File: config.mk
export PLATFORM = sky130hd
export DESIGN_NAME = id_inbuf
export DESIGN_NICKNAME = d
export VERILOG_FILES = /design/src/rtl/id_inbuf.sv
export SDC_FILE = /design/constraint.sdc
export NUM_CORES = 1
export LEC_CHECK = 0
export CORE_MARGIN = 8
export CORE_UTILIZATION = 23
export CTS_CLUSTER_SIZE = 24
export DETAILED_ROUTE_END_ITERATION = 12
export PLACE_DENSITY = 0.56
export SYNTH_ARGS = -nofsm -noshare
export SYNTH_HDL_FRONTEND = slang
export SYNTH_SLANG_ARGS = --single-unit
File: constraint.sdc
create_clock -name clk -period 16.9 [get_ports clk]
set_clock_uncertainty 0.1 [all_clocks]
set_input_delay 3.38 -clock clk [delete_from_list [all_inputs] [get_ports clk]]
set_output_delay 3.38 -clock clk [all_outputs]
set_load 0.05 [all_outputs]
File: src/rtl/id_inbuf.sv
// -----------------------------------------------------------------------------
// id_inbuf
//
// Instruction input buffer at the receiving end of the IF-to-ID handshake.
// {pc, inst} packets from fetch are queued in a small circular FIFO and handed
// to decode one at a time under a valid/ready handshake. A taken branch
// discards everything queued plus the packet arriving in the same cycle,
// because all of them are wrong-path instructions.
//
// Parameters:
//   DEPTH  number of buffered packets (power of two, >= 2)
//   BUS_W  packet width, {pc[31:0], inst[31:0]} with pc in the upper half
//
// Ports:
//   clk, reset        rising-edge clock, asynchronous active-high reset
//   IF_to_ID_Bus      packet from fetch
//   IF_to_ID_Valid    packet valid
//   ID_Allow_in       buffer can accept a packet this cycle (registered state only)
//   br_bus            {br_taken, br_target}; only br_taken is used
//   dec_valid         head packet available
//   dec_pc, dec_inst  head packet fields, zero while dec_valid is low
//   dec_ready         decoder consumes the head packet this cycle
//   flush_drop_cnt    packets discarded by flushes
//
// Optional feature: define ID_INBUF_STAT_EN to build the flush drop counter;
// without it flush_drop_cnt is tied to 0.
// -----------------------------------------------------------------------------
module id_inbuf #(
    parameter int DEPTH = 2,
    parameter int BUS_W = 64
) (
    input  logic             clk,
    input  logic             reset,
    input  logic [BUS_W-1:0] IF_to_ID_Bus,
    input  logic             IF_to_ID_Valid,
    output logic             ID_Allow_in,
    input  logic [32:0]      br_bus,
    output logic             dec_valid,
    output logic [31:0]      dec_pc,
    output logic [31:0]      dec_inst,
    input  logic             dec_ready,
    output logic [31:0]      flush_drop_cnt
);

    localparam int            AW       = $clog2(DEPTH);
    localparam logic [AW:0]   FULL_CNT = (AW + 1)'(DEPTH);

    logic [BUS_W-1:0] mem [DEPTH];
    logic [AW-1:0]    wr_ptr;
    logic [AW-1:0]    rd_ptr;
    logic [AW:0]      count;
    logic [AW:0]      count_next;
    logic [BUS_W-1:0] head;

    logic flush;
    logic push;
    logic pop;

    // Branch target is consumed elsewhere; only the taken bit matters here.
    wire unused_br_target = ^br_bus[31:0];

    assign flush = br_bus[32];

    // Allow-in looks only at registered occupancy, so a full buffer refuses a
    // packet even when decode drains an entry in the same cycle.
    assign ID_Allow_in = (count != FULL_CNT);
    assign dec_valid   = (count != '0);

    assign push = IF_to_ID_Valid & ID_Allow_in & ~flush;
    assign pop  = dec_valid & dec_ready & ~flush;

    assign head     = mem[rd_ptr];
    assign dec_pc   = dec_valid ? head[BUS_W-1 -: 32] : 32'h0;
    assign dec_inst = dec_valid ? head[31:0]          : 32'h0;

    // NOTE: every variable written in always_comb gets a default first, so no
    // path through the block leaves it unassigned and no latch is inferred.
    always_comb begin
        count_next = count;
        unique case ({push, pop})
            2'b10:   count_next = count + 1'b1;
            2'b01:   count_next = count - 1'b1;
            default: count_next = count;
        endcase
    end

    // NOTE: sequential state uses non-blocking assignments so every register
    // samples pre-edge values regardless of statement order.
    always_ff @(posedge clk or posedge reset) begin
        if (reset) begin
            wr_ptr <= '0;
            rd_ptr <= '0;
            count  <= '0;
        end else if (flush) begin
            wr_ptr <= '0;
            rd_ptr <= '0;
            count  <= '0;
        end else begin
            if (push) wr_ptr <= wr_ptr + 1'b1;
            if (pop)  rd_ptr <= rd_ptr + 1'b1;
            count <= count_next;
        end
    end

    // NOTE: storage has no reset; stale entries are masked by dec_valid, which
    // keeps the array free of reset fan-out.
    always_ff @(posedge clk) begin
        if (push) mem[wr_ptr] <= IF_to_ID_Bus;
    end

`ifdef ID_INBUF_STAT_EN
    // Counts the queued packets plus the one arriving in the flush cycle.
    always_ff @(posedge clk or posedge reset) begin
        if (reset) begin
            flush_drop_cnt <= 32'h0;
        end else if (flush) begin
            flush_drop_cnt <= flush_drop_cnt + 32'(count) + 32'(IF_to_ID_Valid);
        end
    end
`else
    assign flush_drop_cnt = 32'h0;
`endif

endmodule

==> run metrics, run 1 <==
status completed; RSZ-0062 raised after global routing no; layout cell share with drive strength beyond 1 0.0804; largest net degree at the start of global routing 66; Register Area 0.00395 mm2; final HPWL from detailed placement 7730 um; Initial DRT Pass Iterations 4; initial antenna violation count 1; Initial Utilization 0.235; IO Port Bufs 134; Synth Register Bits 132; Final setup viols 0; cts hold-fix bufs 0; post-layout minimum cycle time 6.52 ns; Simple-Gate Fraction of Synth Area 0.0561; Hold Vio Cnt, Final 0; worst-margin pin slew 0.929 ns; arrival time worst endpoint 3.04 ns; top_reg_cell synth edfxtp_1; Inserted Diodes 0; setup slack, reg-to-reg 14.65 ns; CTS resizes 0; Final Routed Wirelength 12200 um; post-synthesis mux area share 0.122; routed via count 3007; Power Dens Cells 119 mW/mm2; Synth Instances 331; root buffer cell clkbuf_16; largest family of logic cells by synthesized area multiplexers; CTS Sinks 132; Placer Congestion 0.673; fin nets 574; Die Wd 168 um; switching portion of total power 0.274; ANT nets after route 0; IR drop worst, VDD 0.0589 mV; Netlist cell types 24; R2R depth 5; Yosys Warn Count 0; Slew HR 0.380; type of the worst min-delay path reg -> reg; Synth Area in XOR/XNOR 0.00165; Max-Cap Viols 0; number of global-route vias before repair 3318; Yosys top cell area share 0.724; Worst-Skew Late Latency 0.41 ns; multi-input logic area 0.00114 mm2; Critical Path Max Stage Delay 0.84 ns; Async S/R FF share, synth 0.0303; CP Launch Point rd_ptr; slowest CP cell clkdlybuf4s50_1; combinational group share of total power 0.165; total negative slack 0 ns; Startpoint Class flip-flop; CP endpoint dec_pc[12]; leakage 2.47 nW; EDFF count, synth 128; DRC 0; gr ovfl total 0; worst-path fanout max 38; chain of cells forming the critical path buf_4, mux2i_1, nor2_1, clkdlybuf4s50_1; critical path type reg -> out; Max Root-Sink Buffers 2; Compound-Gate Fraction of Synth Area 0.00919; Die H 168 um; Yosys top cell by area edfxtp_1; WP data required 13.42 ns; Pint 0.000638 W; DR vias/cell 3.91; synth cell count leaders edfxtp_1 (128), nor2_1 (66), mux2i_1 (65); final critical-path share of the clock period 0.386; initial DRC count 128; Avg Cell Area, Syn 16.0 um2; TritonCTS buffer count 17; Placed Area 0.00683 mm2; number of fillers in the final layout 2199; r2r endpoint mem[1][61]; post-CTS setup buffers 0; Seq pwr share 0.432; Core Region 0.0226 mm2; sw power 0.000241 W; Post-Synth Adder-Cell Area 0; most numerous cell in the Yosys netlist edfxtp_1; Layout area overhead 39.3%; FMAX 153 MHz; first-pass GRT wire length 19000 um; Clk pin slew, worst setup/hold paths 0.06 ns; Worst Setup End Kind primary output; GRT Overall Usage 0.0881; final std cell area, no fill 0.00740 mm2; # rows 55; DIE AREA 0.0282 mm2; I/O pin total 199; TritonCTS clock tree yes; Clk pwr share 0.403; Final Slew Violations 0; reg-to-reg startpoint count[1]; sequential fraction of the synthesis area 0.743; most area-consuming cells after synthesis edfxtp_1 (72%), mux2i_1 (12%), buf_4 (4.7%); WL per Instance 15.8 um; H-Tree Depth 4; mapped cell area 0.00531 mm2
cells in the final DEF (no fill, tap or decap), types with 2 or more instances in the layout:
master             n
buf_4              4
edfxtp_1         128
clkinv_4           4
bufinv_16          2
conb_1            32
mux2i_1           65
o21ai_0            2
nor2_1            65
a21oi_1            3
clkinvlp_4         2
clkinv_1           2
inv_1              3
dfrtp_1            3
clkbuf_16         17
clkinv_2           2
clkdlybuf4s50_1  134
how the worst min path moves through the flow:
stage          startpoint  endpoint  slack, ns  cells past startpoint
6_report           wr_ptr    wr_ptr       0.51                      2
5_1_grt            wr_ptr    wr_ptr       0.55                      2
4_1_cts            wr_ptr    wr_ptr       0.51                      2
3_5_place_dp       wr_ptr    wr_ptr       0.50                      2
3_3_place_gp       wr_ptr    wr_ptr       0.47                      2
2_1_floorplan      wr_ptr    wr_ptr       0.43                      2
metrics by stage:
stage | util | worst slack [ns] | hold slack [ns] | cells | power [W]
floorplan | - | 8.10 | 0.430 | 362 | 0.000487
global placement | 0.302 | 10.73 | 0.471 | 739 | 0.000531
detailed placement | 0.302 | 10.72 | 0.498 | 739 | 0.000533
CTS | 0.327 | 10.29 | 0.508 | 770 | 0.000893
global route | 0.327 | 10.18 | 0.547 | 770 | 0.000914
finish | 0.327 | 10.38 | 0.510 | 770 | 0.000879
critical path: cells and delay by family, from the launching register on:
kind                   cells  cell delay [ns]
muxes                      1             0.15
DFF                        1             0.75
and+or+nand+nor            1             0.17
buffers and inverters      2             1.50
per-layer routing:
metal / vias up / global-route usage / routed length, um
met4: 2 / 0.0283 / 140
li1: 1423 / - / -
met3: 11 / 0.0449 / 1160
met2: 117 / 0.148 / 5880
met5: - / 0 / 13
met1: 1454 / 0.0950 / 4970
power by group through the flow:
stage                     Combinational, W  Sequential [W]  Clock, W
after floorplan                   0.000104        0.000384         0
after global placement            0.000145        0.000386         0
after detailed placement          0.000147        0.000387         0
after CTS                         0.000147        0.000380  0.000366
after global routing              0.000154        0.000381  0.000380
final                             0.000145        0.000379  0.000354
logic make-up (layout without fill, tap and decap cells):
| logic type | after synthesis | after routing |
|---|---|---|
| AO/OA/AOI/OAI | 8 | 8 |
| XOR/XNOR | 1 | 1 |
| buffers and inverters | 50 | 173 |
| flip-flops | 132 | 132 |
| multiplexers | 65 | 65 |
| other | 1 | 32 |
| AND/OR/NAND/NOR | 74 | 74 |
final cells by class:
cell class,count,area share
clock inverter,13,0.0184
sequential,132,0.533
tap,285,0.0482
inverter,4,0.00203
clock buffer,18,0.0580
multi-input combinational,180,0.155
timing repair buffer,138,0.185
state kept, by name, summed over array words and instances (netlist names):
| name | count |
|---|---|
| rd_ptr | 1 |
| mem | 128 |
| wr_ptr | 1 |
| count | 2 |
Note: power is estimated with default switching activity, not from simulation.
==> run 2, diff against run 1 <==
- PLACE_DENSITY: 0.56 -> 0.58
- clock period: 16.9 -> 5.9 ns (I/O delays scaled with it)
==> run 2 against run 1 <==
Against the previous run: sequential power rose to 2.9 times the previous value; first-iteration DRC count fell by 11%; final cell count did not move; critical path depth fell by 1; largest cell class unchanged; combinational power rose to 2.8 times the previous value; total power rose to 2.8 times the previous value; wire length rose by 0.90%; worst hold slack improved by 0.013 ns; non-clock buffer count rose by 1; setup slack got worse by 8.7 ns; utilization fell by 0.10 points; final area fell by 0.32%.
==> run metrics, run 2 (synthesis results as in run 1) <==
GRT Overall Usage 0.0883 (was 0.0881); total negative slack 0 ns (unchanged); worst-path fanout max 65 (was 38); Final Slew Violations 0 (unchanged); routed via count 3023 (was 3007); gr ovfl total 0 (unchanged); reg-to-reg startpoint count[1] (unchanged); Seq pwr share 0.448 (was 0.432); Clk pwr share 0.386 (was 0.403); Startpoint Class flip-flop (unchanged); most frequent cells in the layout clkdlybuf4s50_1 (134), edfxtp_1 (128), nor2_1 (65), mux2i_1 (65), conb_1 (32) (unchanged); Pint 0.00178 W (was 0.000638 W); Worst Setup End Kind primary output (unchanged); layout cell share with drive strength beyond 1 0.0784 (was 0.0804); Setup WS post-layout 1.71 ns (was 10.38 ns); Layout Cells excl Fill 770 (unchanged); FMAX 238 MHz; R2R depth 5 (unchanged); I/O pin total 199 (unchanged); Clk pin slew, worst setup/hold paths 0.06 ns (about the same); leakage 2.46 nW (was 2.47 nW); Power Dens Cells 332 mW/mm2 (was 119 mW/mm2); RSZ-0062 raised after global routing no (unchanged); DRC 0 (unchanged); Placer Congestion 0.675 (was 0.673); IO Port Bufs 134 (unchanged); type of the worst min-delay path reg -> reg (unchanged); CTS Sinks 132 (unchanged); fin nets 575 (was 574); Hold Vio Cnt, Final 0 (unchanged); CTS resizes 0 (unchanged); TritonCTS buffer count 17 (unchanged); Initial DRT Pass Iterations 4 (unchanged); final critical-path share of the clock period 0.711; initial antenna violation count 2 (was 1); Placed Instances 740 (was 739); largest net degree at the start of global routing 66 (unchanged); WL per Instance 15.9 um (was 15.8 um); arrival time worst endpoint 2.91 ns (was 3.04 ns); chain of cells forming the critical path mux2i_1, nor2_1, clkdlybuf4s50_1 (was buf_4, mux2i_1, nor2_1, clkdlybuf4s50_1); number of fillers in the final layout 2178 (was 2199); WHS 0.523 ns (was 0.510 ns); switching portion of total power 0.275 (was 0.274); post-layout minimum cycle time 4.19 ns; Die H 168 um (unchanged); Die Wd 168 um (unchanged); setup slack, reg-to-reg 3.77 ns (was 14.65 ns); HP Start wr_ptr (unchanged); Largest regs mem: 128 flops, count: 2 flops (unchanged); post-CTS setup buffers 0 (unchanged); combinational group share of total power 0.166 (was 0.165); commonest non-fill, non-tap cell in the layout clkdlybuf4s50_1 (unchanged); final std cell area, no fill 0.00738 mm2 (was 0.00740 mm2); WHS Path Cells 2 (unchanged); Layout area overhead 38.9% (was 39.3%); CP Buf/Inv Count 1 (was 2); Initial Utilization 0.235 (unchanged); number of global-route vias before repair 3361 (was 3318); ANT nets after route 0 (unchanged); Placed Area 0.00685 mm2 (was 0.00683 mm2); first-pass GRT wire length 19100 um (was 19000 um); Worst-Skew Late Latency 0.40 ns (was 0.41 ns); TritonCTS clock tree yes (unchanged); Max-Cap Viols 0 (unchanged); root buffer cell clkbuf_16 (unchanged); Post-Place Worst Slack 2.05 ns (was 10.72 ns); Inserted Diodes 0 (unchanged); slowest CP cell dfrtp_4 (was clkdlybuf4s50_1); Max Root-Sink Buffers 2 (unchanged); DR vias/cell 3.93 (was 3.91); initial DRC count 114 (was 128); critical path type reg -> out (unchanged); DIE AREA 0.0282 mm2 (unchanged); Critical Path Max Stage Delay 1.22 ns (was 0.84 ns); Final Routed Wirelength 12300 um (was 12200 um); cts hold-fix bufs 0 (unchanged); r2r endpoint mem[1][43] (was mem[1][61]); status completed (unchanged); Largest register FFs 128 (unchanged); Slew HR 0.215 (was 0.380); CP top delay family flip-flops (was buffers and inverters); IR drop worst, VDD 0.166 mV (was 0.0589 mV); sw power 0.000674 W (was 0.000241 W); largest reg by FF count mem (unchanged); # rows 55 (unchanged); WP data required 4.62 ns (was 13.42 ns); Core Region 0.0226 mm2 (unchanged); worst-margin pin slew 1.18 ns (was 0.929 ns); hold endpoint wr_ptr (unchanged); Final setup viols 0 (unchanged); H-Tree Depth 4 (unchanged)
run 2: worst reg2reg max path: cells and delay by family (launching register included):
family | cells | cell delay, ns
simple gates | 3 | 0.56
buf+inv | 2 | 0.62
flops | 1 | 0.47
run 2: power by group through the flow:
stage               Combinational (W)  Clock [W]  Sequential, W
floorplan                    0.000298          0        0.00110
global placement             0.000407          0        0.00112
detailed placement           0.000412          0        0.00112
CTS                          0.000413   0.000981        0.00110
global route                 0.000430    0.00102        0.00110
finish                       0.000407   0.000945        0.00110
run 2: final cells by class:
type                    instances  area [um2]  share of cell area
clock buffers                  18         429              0.0582
well taps                     285         357              0.0483
clock inverters                12        92.6              0.0126
repair buffers                139        1380               0.187
inverters                       4        15.0             0.00204
flip-flops and latches        132        3950               0.535
multi-input cells             180        1160               0.157
run 2: metal layers:
metal | track usage | wire (um)
met1 | 0.0903 | 4750
met2 | 0.157 | 6230
met3 | 0.0433 | 1160
met4 | 0.0268 | 103
met5 | 0 | 24
run 2: worst max-delay path by stage:
stage | start | end | slack, ns | cells past startpoint
floorplan | IF_to_ID_Valid | mem[1][0] | 1.56 | 2
global placement | rd_ptr | dec_inst[6] | 2.05 | 3
detailed placement | rd_ptr | dec_inst[12] | 2.05 | 3
CTS | rd_ptr | dec_inst[12] | 1.60 | 3
global route | rd_ptr | dec_inst[12] | 1.48 | 3
finish | rd_ptr | dec_inst[12] | 1.71 | 3
run 2: through the flow:
step / total power (W) / utilization
2_1_floorplan: 0.00139 / -
3_3_place_gp: 0.00152 / 0.303
3_5_place_dp: 0.00153 / 0.303
4_1_cts: 0.00249 / 0.326
5_1_grt: 0.00255 / 0.326
6_report: 0.00245 / 0.326
